**config.mk**
```make
export PLATFORM = sky130hd
export DESIGN_NAME = fetch_ctrl
export DESIGN_NICKNAME = d
export VERILOG_FILES = /design/src/rtl/riscv_pkg.sv /design/src/rtl/fetch_fifo.sv /design/src/rtl/fetch_ctrl.sv
export SDC_FILE = /design/constraint.sdc
export NUM_CORES = 1
export LEC_CHECK = 0
export CAP_MARGIN = 20
export CELL_PAD_IN_SITES_DETAIL_PLACEMENT = 0
export CELL_PAD_IN_SITES_GLOBAL_PLACEMENT = 1
export CORE_ASPECT_RATIO = 1.25
export CORE_MARGIN = 4
export CORE_UTILIZATION = 45
export DETAILED_ROUTE_END_ITERATION = 8
export GPL_TIMING_DRIVEN = 0
export PLACE_DENSITY = 0.9
export SLEW_MARGIN = 20
export SYNTH_ARGS = -nofsm -noshare
export SYNTH_HDL_FRONTEND = slang
export SYNTH_SLANG_ARGS = --single-unit
```
**constraint.sdc**
```tcl
create_clock -name clk -period 5.4 [get_ports clk]
set_input_delay 0.81 -clock clk [delete_from_list [all_inputs] [get_ports clk]]
set_output_delay 0.81 -clock clk [all_outputs]
set_load 0.1 [all_outputs]
```
**src/rtl/riscv_pkg.sv**
```systemverilog
// Shared definitions for the fetch front end.
//   XLEN          : instruction/data word width
//   ECALL         : encoding that halts the fetch unit when accepted by decode
//   fetch_state_t : fetch controller FSM states
package riscv_pkg;

    localparam int unsigned XLEN = 32;

    localparam logic [XLEN-1:0] ECALL = 32'h00000073;

    typedef enum logic [1:0] {
        ST_IDLE = 2'd0,
        ST_RUN  = 2'd1,
        ST_HALT = 2'd2
    } fetch_state_t;

endpackage

```
**src/rtl/fetch_fifo.sv**
```systemverilog
// Two-entry FIFO buffering {pc, instr} pairs between memory return and decode.
//   clk, rst_n : clock, asynchronous active-low reset
//   i_push     : write i_data (caller guarantees not full unless also popping)
//   i_data     : entry to write
//   i_pop      : discard head (caller guarantees not empty)
//   i_flush    : drop all entries; overrides push/pop
//   o_data     : head entry
//   o_valid    : FIFO not empty
//   o_count    : number of stored entries (0..2)
module fetch_fifo #(
    parameter int unsigned WIDTH = 40
) (
    input  logic             clk,
    input  logic             rst_n,
    input  logic             i_push,
    input  logic [WIDTH-1:0] i_data,
    input  logic             i_pop,
    input  logic             i_flush,
    output logic [WIDTH-1:0] o_data,
    output logic             o_valid,
    output logic [1:0]       o_count
);

    logic [WIDTH-1:0] r_mem [2];
    logic             r_wr;
    logic             r_rd;
    logic [1:0]       r_count;

    always_ff @(posedge clk or negedge rst_n) begin
        if (!rst_n) begin
            r_mem[0] <= '0;
            r_mem[1] <= '0;
            r_wr     <= 1'b0;
            r_rd     <= 1'b0;
            r_count  <= '0;
        end else if (i_flush) begin
            r_wr    <= 1'b0;
            r_rd    <= 1'b0;
            r_count <= '0;
        end else begin
            if (i_push) begin
                r_mem[r_wr] <= i_data;
                r_wr        <= ~r_wr;
            end
            if (i_pop) begin
                r_rd <= ~r_rd;
            end
            r_count <= r_count + {1'b0, i_push} - {1'b0, i_pop};
        end
    end

    assign o_data  = r_mem[r_rd];
    assign o_valid = (r_count != 2'd0);
    assign o_count = r_count;

endmodule

```
**src/rtl/fetch_ctrl.sv**
```systemverilog
// Instruction fetch controller: issues word addresses to instr_fetch, buffers
// the 1-cycle-latency returns in a 2-entry FIFO and hands them to decode with
// a valid/ready handshake. Supports redirects and halts on ECALL or end of
// instruction memory.
//   clk, rst_n     : clock, asynchronous active-low reset
//   start          : level, leaves IDLE
//   imem_addr      : byte address presented to instruction memory
//   imem_data      : memory read data, valid the cycle after imem_addr
//   instr_valid    : instr/instr_pc hold a fetched instruction
//   instr_ready    : decode accepts the head instruction
//   instr, instr_pc: head instruction and its byte address
//   redirect_valid : one-cycle taken branch/jump pulse
//   redirect_pc    : redirect target (low two bits ignored)
//   halted         : FSM in HALT
//   stall_cnt      : saturating count of valid && !ready cycles
module fetch_ctrl
    import riscv_pkg::*;
#(
    parameter int unsigned           ADDR_W     = 8,
    parameter int unsigned           IMEM_WORDS = 48,
    parameter logic [ADDR_W-1:0]     RESET_PC   = 8'h00
) (
    input  logic              clk,
    input  logic              rst_n,
    input  logic              start,
    output logic [ADDR_W-1:0] imem_addr,
    input  logic [XLEN-1:0]   imem_data,
    output logic              instr_valid,
    input  logic              instr_ready,
    output logic [XLEN-1:0]   instr,
    output logic [ADDR_W-1:0] instr_pc,
    input  logic              redirect_valid,
    input  logic [ADDR_W-1:0] redirect_pc,
    output logic              halted,
    output logic [15:0]       stall_cnt
);

    localparam int unsigned PC_LIMIT = IMEM_WORDS * 4;

    fetch_state_t      r_state, w_next_state;
    logic [ADDR_W-1:0] r_pc, w_pc_next;
    logic              r_inflight;
    logic [ADDR_W-1:0] r_flight_pc;
    logic [15:0]       r_stall_cnt;

    logic                     w_issue;
    logic                     w_flush;
    logic                     w_push;
    logic                     w_xfer;
    logic                     w_fifo_valid;
    logic [1:0]               w_count;
    logic [ADDR_W+XLEN-1:0]   w_head;
    logic [2:0]               w_occ;
    logic                     w_pc_end;
    logic                     w_drained;
    logic [ADDR_W-1:0]        w_target;

    assign w_xfer    = w_fifo_valid && instr_ready;
    assign w_occ     = {1'b0, w_count} + {2'b00, r_inflight};
    assign w_pc_end  = (32'(r_pc) >= PC_LIMIT);
    assign w_target  = {redirect_pc[ADDR_W-1:2], 2'b00};
    // Nothing left to deliver after this cycle: no word returning and the
    // FIFO is empty or its last entry is leaving now.
    assign w_drained = !r_inflight &&
                       ((w_count == 2'd0) || ((w_count == 2'd1) && w_xfer));
    // A returning word is kept only if its issue is still marked in flight.
    assign w_push    = r_inflight && !w_flush;

    always_comb begin
        w_next_state = r_state;
        w_pc_next    = r_pc;
        w_issue      = 1'b0;
        w_flush      = 1'b0;
        case (r_state)
            ST_IDLE: begin
                if (start) w_next_state = ST_RUN;
            end
            ST_RUN: begin
                if (redirect_valid) begin
                    w_flush   = 1'b1;
                    w_pc_next = w_target;
                end else if (w_xfer && (w_head[XLEN-1:0] == ECALL)) begin
                    w_flush      = 1'b1;
                    w_next_state = ST_HALT;
                end else if (w_pc_end && w_drained) begin
                    w_flush      = 1'b1;
                    w_next_state = ST_HALT;
                end else if (!w_pc_end && ((w_occ < 3'd2) || w_xfer)) begin
                    w_issue   = 1'b1;
                    w_pc_next = r_pc + ADDR_W'(4);
                end
            end
            ST_HALT: begin
                w_flush = 1'b1;
                if (redirect_valid) begin
                    w_next_state = ST_RUN;
                    w_pc_next    = w_target;
                end
            end
            default: begin
                w_next_state = ST_IDLE;
                w_flush      = 1'b1;
            end
        endcase
    end

    always_ff @(posedge clk or negedge rst_n) begin
        if (!rst_n) begin
            r_state     <= ST_IDLE;
            r_pc        <= RESET_PC;
            r_inflight  <= 1'b0;
            r_flight_pc <= '0;
            r_stall_cnt <= '0;
        end else begin
            r_state    <= w_next_state;
            r_pc       <= w_pc_next;
            r_inflight <= w_issue;
            if (w_issue) r_flight_pc <= r_pc;
            if (w_fifo_valid && !instr_ready && (r_stall_cnt != 16'hFFFF))
                r_stall_cnt <= r_stall_cnt + 16'd1;
        end
    end

    fetch_fifo #(
        .WIDTH(ADDR_W + XLEN)
    ) u_fifo (
        .clk    (clk),
        .rst_n  (rst_n),
        .i_push (w_push),
        .i_data ({r_flight_pc, imem_data}),
        .i_pop  (w_xfer),
        .i_flush(w_flush),
        .o_data (w_head),
        .o_valid(w_fifo_valid),
        .o_count(w_count)
    );

    assign imem_addr   = r_pc;
    assign instr_valid = w_fifo_valid;
    assign instr       = w_head[XLEN-1:0];
    assign instr_pc    = w_head[ADDR_W+XLEN-1:XLEN];
    assign halted      = (r_state == ST_HALT);
    assign stall_cnt   = r_stall_cnt;

endmodule
```
==> flow_summary.yaml <==
logic_synthesis:
  netlist_area_mm2: 0.00558
  synth_top_area_cell: "dfrtp_1"
  synth_flop_cell: "dfrtp_1"
  synthArstFlopShare_pct: 100
  ys_ff_latch: 111
  netlist_instances: 423
  ys_top_cells_by_area: "dfrtp_1 50%, mux2_2 16%, mux2_4 11%"
  avgSynthCellArea_um2: 13.2
  seq_area_frac_synth_pct: 49.8
  synth_top_area_share_pct: 49.8
  synth_edf_count: 0
  synth_warnings: 0
  synth.distinct_cells: 47
critical_path:
  worst-r2r-setup-slack_ps: 2570
  critPathRequiredTime_ps: 4590
  cp_top_family: "buffers and inverters"
  timing.rr.end: "u_fifo.o_count[1]$_DFF_PN0_"
  crit_buf_inv: 4
  crit_arrival_ps: 3270
  worst_setup_path_start_kind: "flop"
  crit_fanout: 10
  cp-startpoint: "u_fifo.r_rd$_DFFE_PN0P_"
  crit_slowest_cell: "clkdlybuf4s50_1"
  crit_chain: "buf_6 > clkbuf_1 > buf_1 > mux2_2 > clkdlybuf4s50_1"
  cp-endpoint: "instr[29]"
  r2r-start: "u_fifo.r_mem[42]$_DFFE_PN0P_"
  worstSetupPathDepth: 5
  slowest_delay_ps: 1130
  critPathCaptureType: "primary output"
  crit_type: "flop to primary output"
  rr_worst_depth: 11
floorplan:
  rows: 45
  io-pin-count: 111
  core_mm2: 0.0122
  initial_core_util_pct: 45.9
  die_area_mm2: 0.0142
  dieHeight_um: 132
  die_w_um: 108
cts:
  post_cts_buffers: 0
  ctsResizeCount: 0
  cts_buffers: 9
  cts-root-buf: "clkbuf_16"
  htree_num_levels: 3
  cts_sinks: 111
  clk_pin_slew_ps: 70
  clk-insertion-delay-late_ps: 340
  cts_hold_buf: 0
  clockBufferDepth: 2
  tritoncts: "built"
routing:
  avgViaCountPerCell: 5.23
  avgRoutedWirePerCell_um: 17.2
  dr.pass1.iters: 4
  routed_wl_um: 12200
  via_count: 3715
  drtIter0Drc: 96
  drc_errors: 0
  ant_nets: 0
placed_design:
  finalWeightedCongestion: 0.815
  dpl.hpwl_um: 9070
  portBuffers: 103
  dpl.cell_count: 694
outcome:
  outcome: "finished, final reports clean"
layout:
  area_delta_synth_final_pct: 28.0
  antenna_cells: 0
  n_fill_cell: 1022
  nNetsFinal: 595
  layout-drive-gt1-share_pct: 29.3
  utilization_pct: 58.7
  stdcell_count: 710
sta:
  final_hold_viol_count: 0
  finalClockSkew_ps: 10.2
  finalCritPeriodShare_pct: 75.6
  setup_viol: 0
  whs_ps: 383
  slew-limit-headroom_pct: 33.3
  rsz0062_at_grt: "no"
  worst_pin_slew_ps: 997
  fin_crit_ps: 4080
  slew_violations: 0
  timing.fmax_mhz: 245
run:
  drv_cap: 0
global_route:
  grt_max_degree: 69
  antenna_found_initial: 0
  grt_overflow: 0
  grt_first_pass_wirelength_um: 20500
  grt_pass1_vias: 3962
  grtUsageTotal_pct: 18.0
hold_path:
  hold_path.class: "input port to asynchronous set/reset pin"
-- layout by cell type, fill, tap and decap left out, drive strengths merged, types with 12 or more instances in the layout --
cell / count
nand2: 13
clkdlybuf4s50: 102
clkbuf: 17
o21ai: 12
buf: 16
nand3: 13
mux2: 121
nor2: 21
inv: 15
dfrtp: 111
-- cell usage after synthesis (all sizes together), types with 2 or more instances --
cell,n
nor3,6
nand4,5
a211oi,2
or2,2
nand2b,2
o21bai,2
nor4b,6
xnor2,11
nor4,6
a21oi,8
o211ai,3
xor2,7
o21ai,12
inv,14
o22ai,3
buf,14
or4,2
o21a,2
mux2,121
nor2b,2
ha,9
clkbuf,7
mux2i,2
and4b,2
dfrtp,111
nand3,13
o311a,2
nor2,21
and4,2
and3,2
nand2,13
-- worst register-to-register path, stage by stage (launching register included) --
cell	delay, ps
dfrtp_1	400
nor4_1	490
nand2_1	130
a211oi_2	460
a21oi_2	170
o21ai_0	210
ha_1	250
inv_1	50
ha_1	140
xor2_1	200
xnor2_1	150
nor2_1	60
-- cell type report --
class / instances / area, um^2 / share of cell area, %
tap: 164 / 205 / 2.88
inverter: 14 / 52.6 / 0.736
multi-input combinational: 280 / 2570 / 36.0
clock inverter: 6 / 43.8 / 0.614
timing repair buffer: 104 / 1060 / 14.9
sequential: 111 / 2780 / 38.9
buffer: 21 / 189 / 2.65
clock buffer: 10 / 239 / 3.35
-- metal layers --
metal	vias up	track usage, %	part of all wire (%)
met5	-	0	0
met4	0	4.91	1.3
met3	9	3.32	3.8
met2	73	31.6	53
met1	1875	22.7	42
li1	1758	-	-
-- cells by family after synthesis --
| kind of cell | Yosys count | synth area share (%) |
|---|---|---|
| multiplexers | 123 | 27.5 |
| flip-flops | 111 | 49.8 |
| AND/OR/NAND/NOR | 85 | 8.23 |
| AO/OA/AOI/OAI | 41 | 5.23 |
| buffers and inverters | 35 | 4.33 |
| XOR/XNOR | 18 | 2.83 |
| adder cells (fa/ha/maj) | 9 | 2.02 |
| other | 1 | 0.0672 |
-- through the flow --
step / setup WS (ps) / TNS [ps] / cell area, um^2
final: 1320 / 0 / 7140
after global placement: -626 / -68470 / 6820
after floorplan: 2820 / 0 / 5590
after CTS: 1190 / 0 / 7140
after detailed placement: 1620 / 0 / 6850
after global routing: 1110 / 0 / 7140
-- worst min path at each step --
stage | depth (start not counted) | slack, ps | to | from
after floorplan | 1 | 470 | u_fifo.r_mem[16]$_DFFE_PN0P_ | u_fifo.r_mem[16]$_DFFE_PN0P_
after global placement | 1 | 480 | u_fifo.r_mem[16]$_DFFE_PN0P_ | u_fifo.r_mem[16]$_DFFE_PN0P_
after detailed placement | 1 | 480 | stall_cnt[15]$_DFFE_PN0P_ | stall_cnt[15]$_DFFE_PN0P_
after CTS | 1 | 390 | u_fifo.r_mem[16]$_DFFE_PN0P_ | rst_n
after global routing | 1 | 410 | u_fifo.r_mem[53]$_DFFE_PN0P_ | rst_n
final | 1 | 380 | u_fifo.r_mem[51]$_DFFE_PN0P_ | rst_n
-- registers in the layout, summed over array words and instances (netlist names) --
name / count
stall_cnt: 16
u_fifo.r_mem: 76
r_inflight: 1
imem_addr: 6
u_fifo.r_wr: 1
u_fifo.r_rd: 1
u_fifo.o_count: 2
r_flight_pc: 6
r_state: 2
Power is not shown: default switching activity piles up to over one toggle a cycle in this logic, so the estimate is an artifact.
==> patch 1: new RTL, same settings <==
Make the reset (`rst_n`) synchronous in 2 clocked blocks. Comments in the files are not updated.
--- a/src/rtl/fetch_fifo.sv
+++ b/src/rtl/fetch_fifo.sv
@@ -26,7 +26,7 @@
     logic             r_rd;
     logic [1:0]       r_count;
 
-    always_ff @(posedge clk or negedge rst_n) begin
+    always_ff @(posedge clk) begin
         if (!rst_n) begin
             r_mem[0] <= '0;
             r_mem[1] <= '0;
--- a/src/rtl/fetch_ctrl.sv
+++ b/src/rtl/fetch_ctrl.sv
@@ -104,7 +104,7 @@
         endcase
     end
 
-    always_ff @(posedge clk or negedge rst_n) begin
+    always_ff @(posedge clk) begin
         if (!rst_n) begin
             r_state     <= ST_IDLE;
             r_pc        <= RESET_PC;
Function: differs if rst_n is asserted again (counterexample within 4 cycles, from zero or initial values and one cycle with rst_n low); with rst_n held inactive, the same outputs for 4 cycles.
==> patch 1 against the unedited design <==
- count of clock-buffer cells in the layout shrank 1
- setup slack lost 0.078 ns
- die area shrank 0.21%
- design area grew 0.75%
- sequential cell count grew 1
- sequential share of layout area grew 2.8 points
- routed wire length grew 24%
- area after synthesis shrank 0.22%
==> patch 1: results <==
set metrics [dict create \
    status "finished clean" \
    clock_skew_ns 0.009336 \
    fin_crit_sh_pct 77.03 \
    r2r_slack_ns 2.01 \
    grt_max_degree 19 \
    syn_inst 504 \
    hold_class "flop to flop" \
    largest_register_ffs 76 \
    synthArstFlopShare_pct 0 \
    seq_area_frac_synth_pct 53.97 \
    io_buffer_count 104 \
    drt_wl_total_mm 15.17 \
    grt_pass1_wl_mm 24.29 \
    placed_area_um2 6917 \
    vias 4586 \
    grt_pass1_vias 4657 \
    synthTopCellsByArea "edfxtp_1 (41%), dfxtp_1 (13%), nor4_1 (9.6%), mux2_2 (7.7%), nand2_1 (3.4%)" \
    cp.arrival_ns 3.35 \
    drive_gt1_share_pct 13.45 \
    synthTopCellsByCount "nor4_1 (85), edfxtp_1 (76), nand2_1 (51), mux2_2 (38), dfxtp_1 (36)" \
    routabilityCongestion 0.8992 \
    ys_types 56 \
    ys.flop_type "edfxtp_1" \
    reg2reg_to "u_fifo.r_mem[1][3]$_SDFFCE_PN0P_" \
    hold-worst-slack_ns 0.5077 \
    dp_slack_ns 1.376 \
    drtIter0Drc 287 \
    cts_setup_buffers 0 \
    num-nets-final 680 \
    ff2ff_path_depth 12 \
    dp.cells 780 \
    grt_usage_pct 21.51 \
    hpwl_mm 11.24 \
    firstDrtPassIters 5 \
    fin_cells 796 \
    synth_edf_count 76 \
]
-- patch 1: changes by cell type after synthesis, moves of 38 or more --
| cell | change |
|---|---|
| nand2_1 | +38 |
| edfxtp_1 | +76 |
| mux2_4 | -40 |
| dfrtp_1 | -111 |
| mux2_2 | -43 |
| nor4_1 | +80 |
-- patch 1: worst max-delay path: stages, from the launching register on --
cell and delay, ns:
dfxtp_1 0.30, buf_2 0.21, buf_1 0.51, buf_1 0.55
mux2_2 0.30, clkdlybuf4s50_1 1.14
-- patch 1: layout make-up --
cell class / count / area (um^2)
sequential: 112 / 3003
buffer: 45 / 215.2
inverter: 11 / 41.29
clock buffer: 9 / 225.2
clock inverter: 7 / 47.55
multi-input combinational: 339 / 2344
tap: 164 / 205.2
timing repair buffer: 109 / 1109
fill: 1016 / 4916
-- patch 1: cells by family after synthesis --
group | after synthesis | synth area share (%)
AOI/OAI and AO/OA | 43 | 6.589
xor gates and xnor gates | 17 | 2.676
adders and majority gates | 8 | 1.799
buffers and inverters | 56 | 4.610
DFF | 112 | 53.97
muxes | 46 | 9.130
other | 1 | 0.06740
and+or+nand+nor | 221 | 21.16
-- patch 1: metal layers --
metal	track usage, %	up-vias	share of wire [%]
met1	26.33	2226	40
met4	6.526	0	1.7
li1	-	2159	-
met2	38.45	178	53
met3	3.626	23	6.0
met5	0	-	0
-- patch 1: where the power goes --
group / total [uW] / switching, uW / internal [uW]
clock: 624 / 310 / 313
combinational: 1160 / 845 / 317
sequential: 1040 / 52.5 / 983
total: 2820 / 1210 / 1610
==> patch 2: new RTL, same settings <==
Without the edit above. `ADDR_W`: 8 -> 6.
--- a/src/rtl/fetch_ctrl.sv
+++ b/src/rtl/fetch_ctrl.sv
@@ -16,7 +16,7 @@
 module fetch_ctrl
     import riscv_pkg::*;
 #(
-    parameter int unsigned           ADDR_W     = 8,
+    parameter int unsigned           ADDR_W     = 6,
     parameter int unsigned           IMEM_WORDS = 48,
     parameter logic [ADDR_W-1:0]     RESET_PC   = 8'h00
 ) (
Ports: changed (resized imem_addr, instr_pc and redirect_pc); port bits go from 111 to 105. The function was not compared with the original's and may differ.
==> patch 2 against the unedited design <==
- setup slack worse by 0.23 ns
- routed wire length is 52% higher
- sequential cell count is 8 lower
- design area is 5.5% higher
- first-iteration DRC count grew to 3.9 times the old value
- clock skew is 0.0026 ns lower
- highest routed layer unchanged
- area after synthesis is 8.1% higher
==> patch 2: results <==
set metrics [dict create \
    status "finished clean" \
    htreeDepth 3 \
    wl_per_cell_um 19.81 \
    antenna_found_initial 0 \
    ys.flop_type "dfrtp_1" \
    dp.cells 924 \
    largest_register_ffs 72 \
    hpwl_mm 12.99 \
    cp_max_fo 10 \
    yosysWarnings 0 \
    seq_area_frac_synth_pct 42.77 \
    dp_slack_ns 1.465 \
    numCtsBuffers 9 \
    ys_types 51 \
    cts_setup_buffers 0 \
    grt_pass1_vias 5654 \
    cts_resized 0 \
    num-nets-final 811 \
    io_buffer_count 97 \
    hold_class "input pin to async pin" \
    synthTopCellsByCount "nand2_1 (162), o211ai_1 (144), dfrtp_1 (103), mux2_2 (42), clkbuf_1 (40)" \
    firstDrtPassIters 5 \
    clockBufferDepth 2 \
    ir_drop_uv 482.1 \
    drv_cap 0 \
    synthTopCellsByArea "dfrtp_1 (43%), o211ai_1 (18%), nand2_1 (10%), mux2_2 (7.8%), clkbuf_1 (2.5%)" \
    synthArstFlopShare_pct 100.0 \
    vias 5672 \
    clk_latency_ns 0.35 \
    antennaDiodeCount 0 \
    placed_area_um2 7262 \
    vias_per_cell 6.047 \
    p_leak_uw 0.002925 \
    grt_max_degree 69 \
    drive_gt1_share_pct 10.43 \
    worstMarginPinSlew_ns 1.005 \
    regMostFlops "u_fifo.r_mem" \
    fillers 1205 \
    cts_root_buffer "clkbuf_16" \
    cp.arrival_ns 3.51 \
    clk_pin_slew_ns 0.07 \
    routabilityCongestion 0.8688 \
    clock_skew_ns 0.007647 \
    drtIter0Drc 378 \
    grt_usage_pct 24.54 \
    final_antenna_net_count 0 \
    grt_pass1_wl_mm 30.10 \
    syn_avg_cell_area_um2 9.244 \
]
## patch 2: final timing paths
check	start	end	slack [ns]	cells after the start
setup / recovery	u_fifo.r_rd$_DFFE_PN0P_	instr[17]	1.08	5
hold / removal	rst_n	stall_cnt[12]$_DFFE_PN0P_	0.36	1
setup reg to reg	u_fifo.r_rd$_DFFE_PN0P_	u_fifo.o_count[1]$_DFF_PN0_	1.98	12
hold reg to reg	stall_cnt[9]$_DFFE_PN0P_	stall_cnt[9]$_DFFE_PN0P_	0.49	1
max in group asynchronous	rst_n	u_fifo.r_mem[16]$_DFFE_PN0P_	4.39	2
min in group clk	stall_cnt[9]$_DFFE_PN0P_	stall_cnt[9]$_DFFE_PN0P_	0.49	1
## patch 2: layer usage
metal | vias to the layer above | track usage (%) | part of all wire [%]
met3 | 43 | 5.668 | 7.7
li1 | 2620 | - | -
met4 | 0 | 10.75 | 3.1
met5 | - | 0 | 0
met2 | 261 | 40.17 | 49
met1 | 2748 | 31.31 | 40
## patch 2: area by class of cell
| type | count | area (um^2) | area share, % |
|---|---|---|---|
| plain buffers | 57 | 274.0 | 3.640 |
| clock buffers | 13 | 260.3 | 3.457 |
| clock inverters | 1 | 5.005 | 0.06649 |
| inverters | 5 | 18.77 | 0.2493 |
| multi-input cells | 490 | 3178 | 42.22 |
| flip-flops and latches | 103 | 2577 | 34.24 |
| well taps | 171 | 214.0 | 2.842 |
| repair buffers | 98 | 999.7 | 13.28 |
## patch 2: metrics by stage
step           setup TNS (ns)  utilization (%)  total power [uW]  hold slack [ns]
2_1_floorplan               0                -              3475           0.5144
3_3_place_gp           -46.29            54.83              4133           0.4764
3_5_place_dp                0            55.13              4170           0.4855
4_1_cts                     0            57.14              4792           0.3715
5_1_grt                     0            57.14              4993           0.3839
6_report                    0            57.14              4776           0.3629
## patch 2: power by group
group / internal [uW] / switching [uW]
Sequential: 1080 / 284
Clock: 333 / 280
Combinational: 784 / 2020
## patch 2: logic make-up after synthesis
kind of cell	Yosys count	synth area share (%)
AND/OR/NAND/NOR	231	16.48
AO/OA/AOI/OAI	184	23.42
flip-flops	103	42.77
buffers and inverters	62	4.858
multiplexers	47	8.678
XOR/XNOR	20	2.906
adder cells (fa/ha/maj)	4	0.8304
other	1	0.06222
## patch 2: critical path, cell delays in order (launching register included)
cell             delay [ns]
dfrtp_1                0.36
buf_4                  0.21
clkbuf_1               0.54
clkbuf_1               0.60
mux2_2                 0.30
clkdlybuf4s50_1        1.13
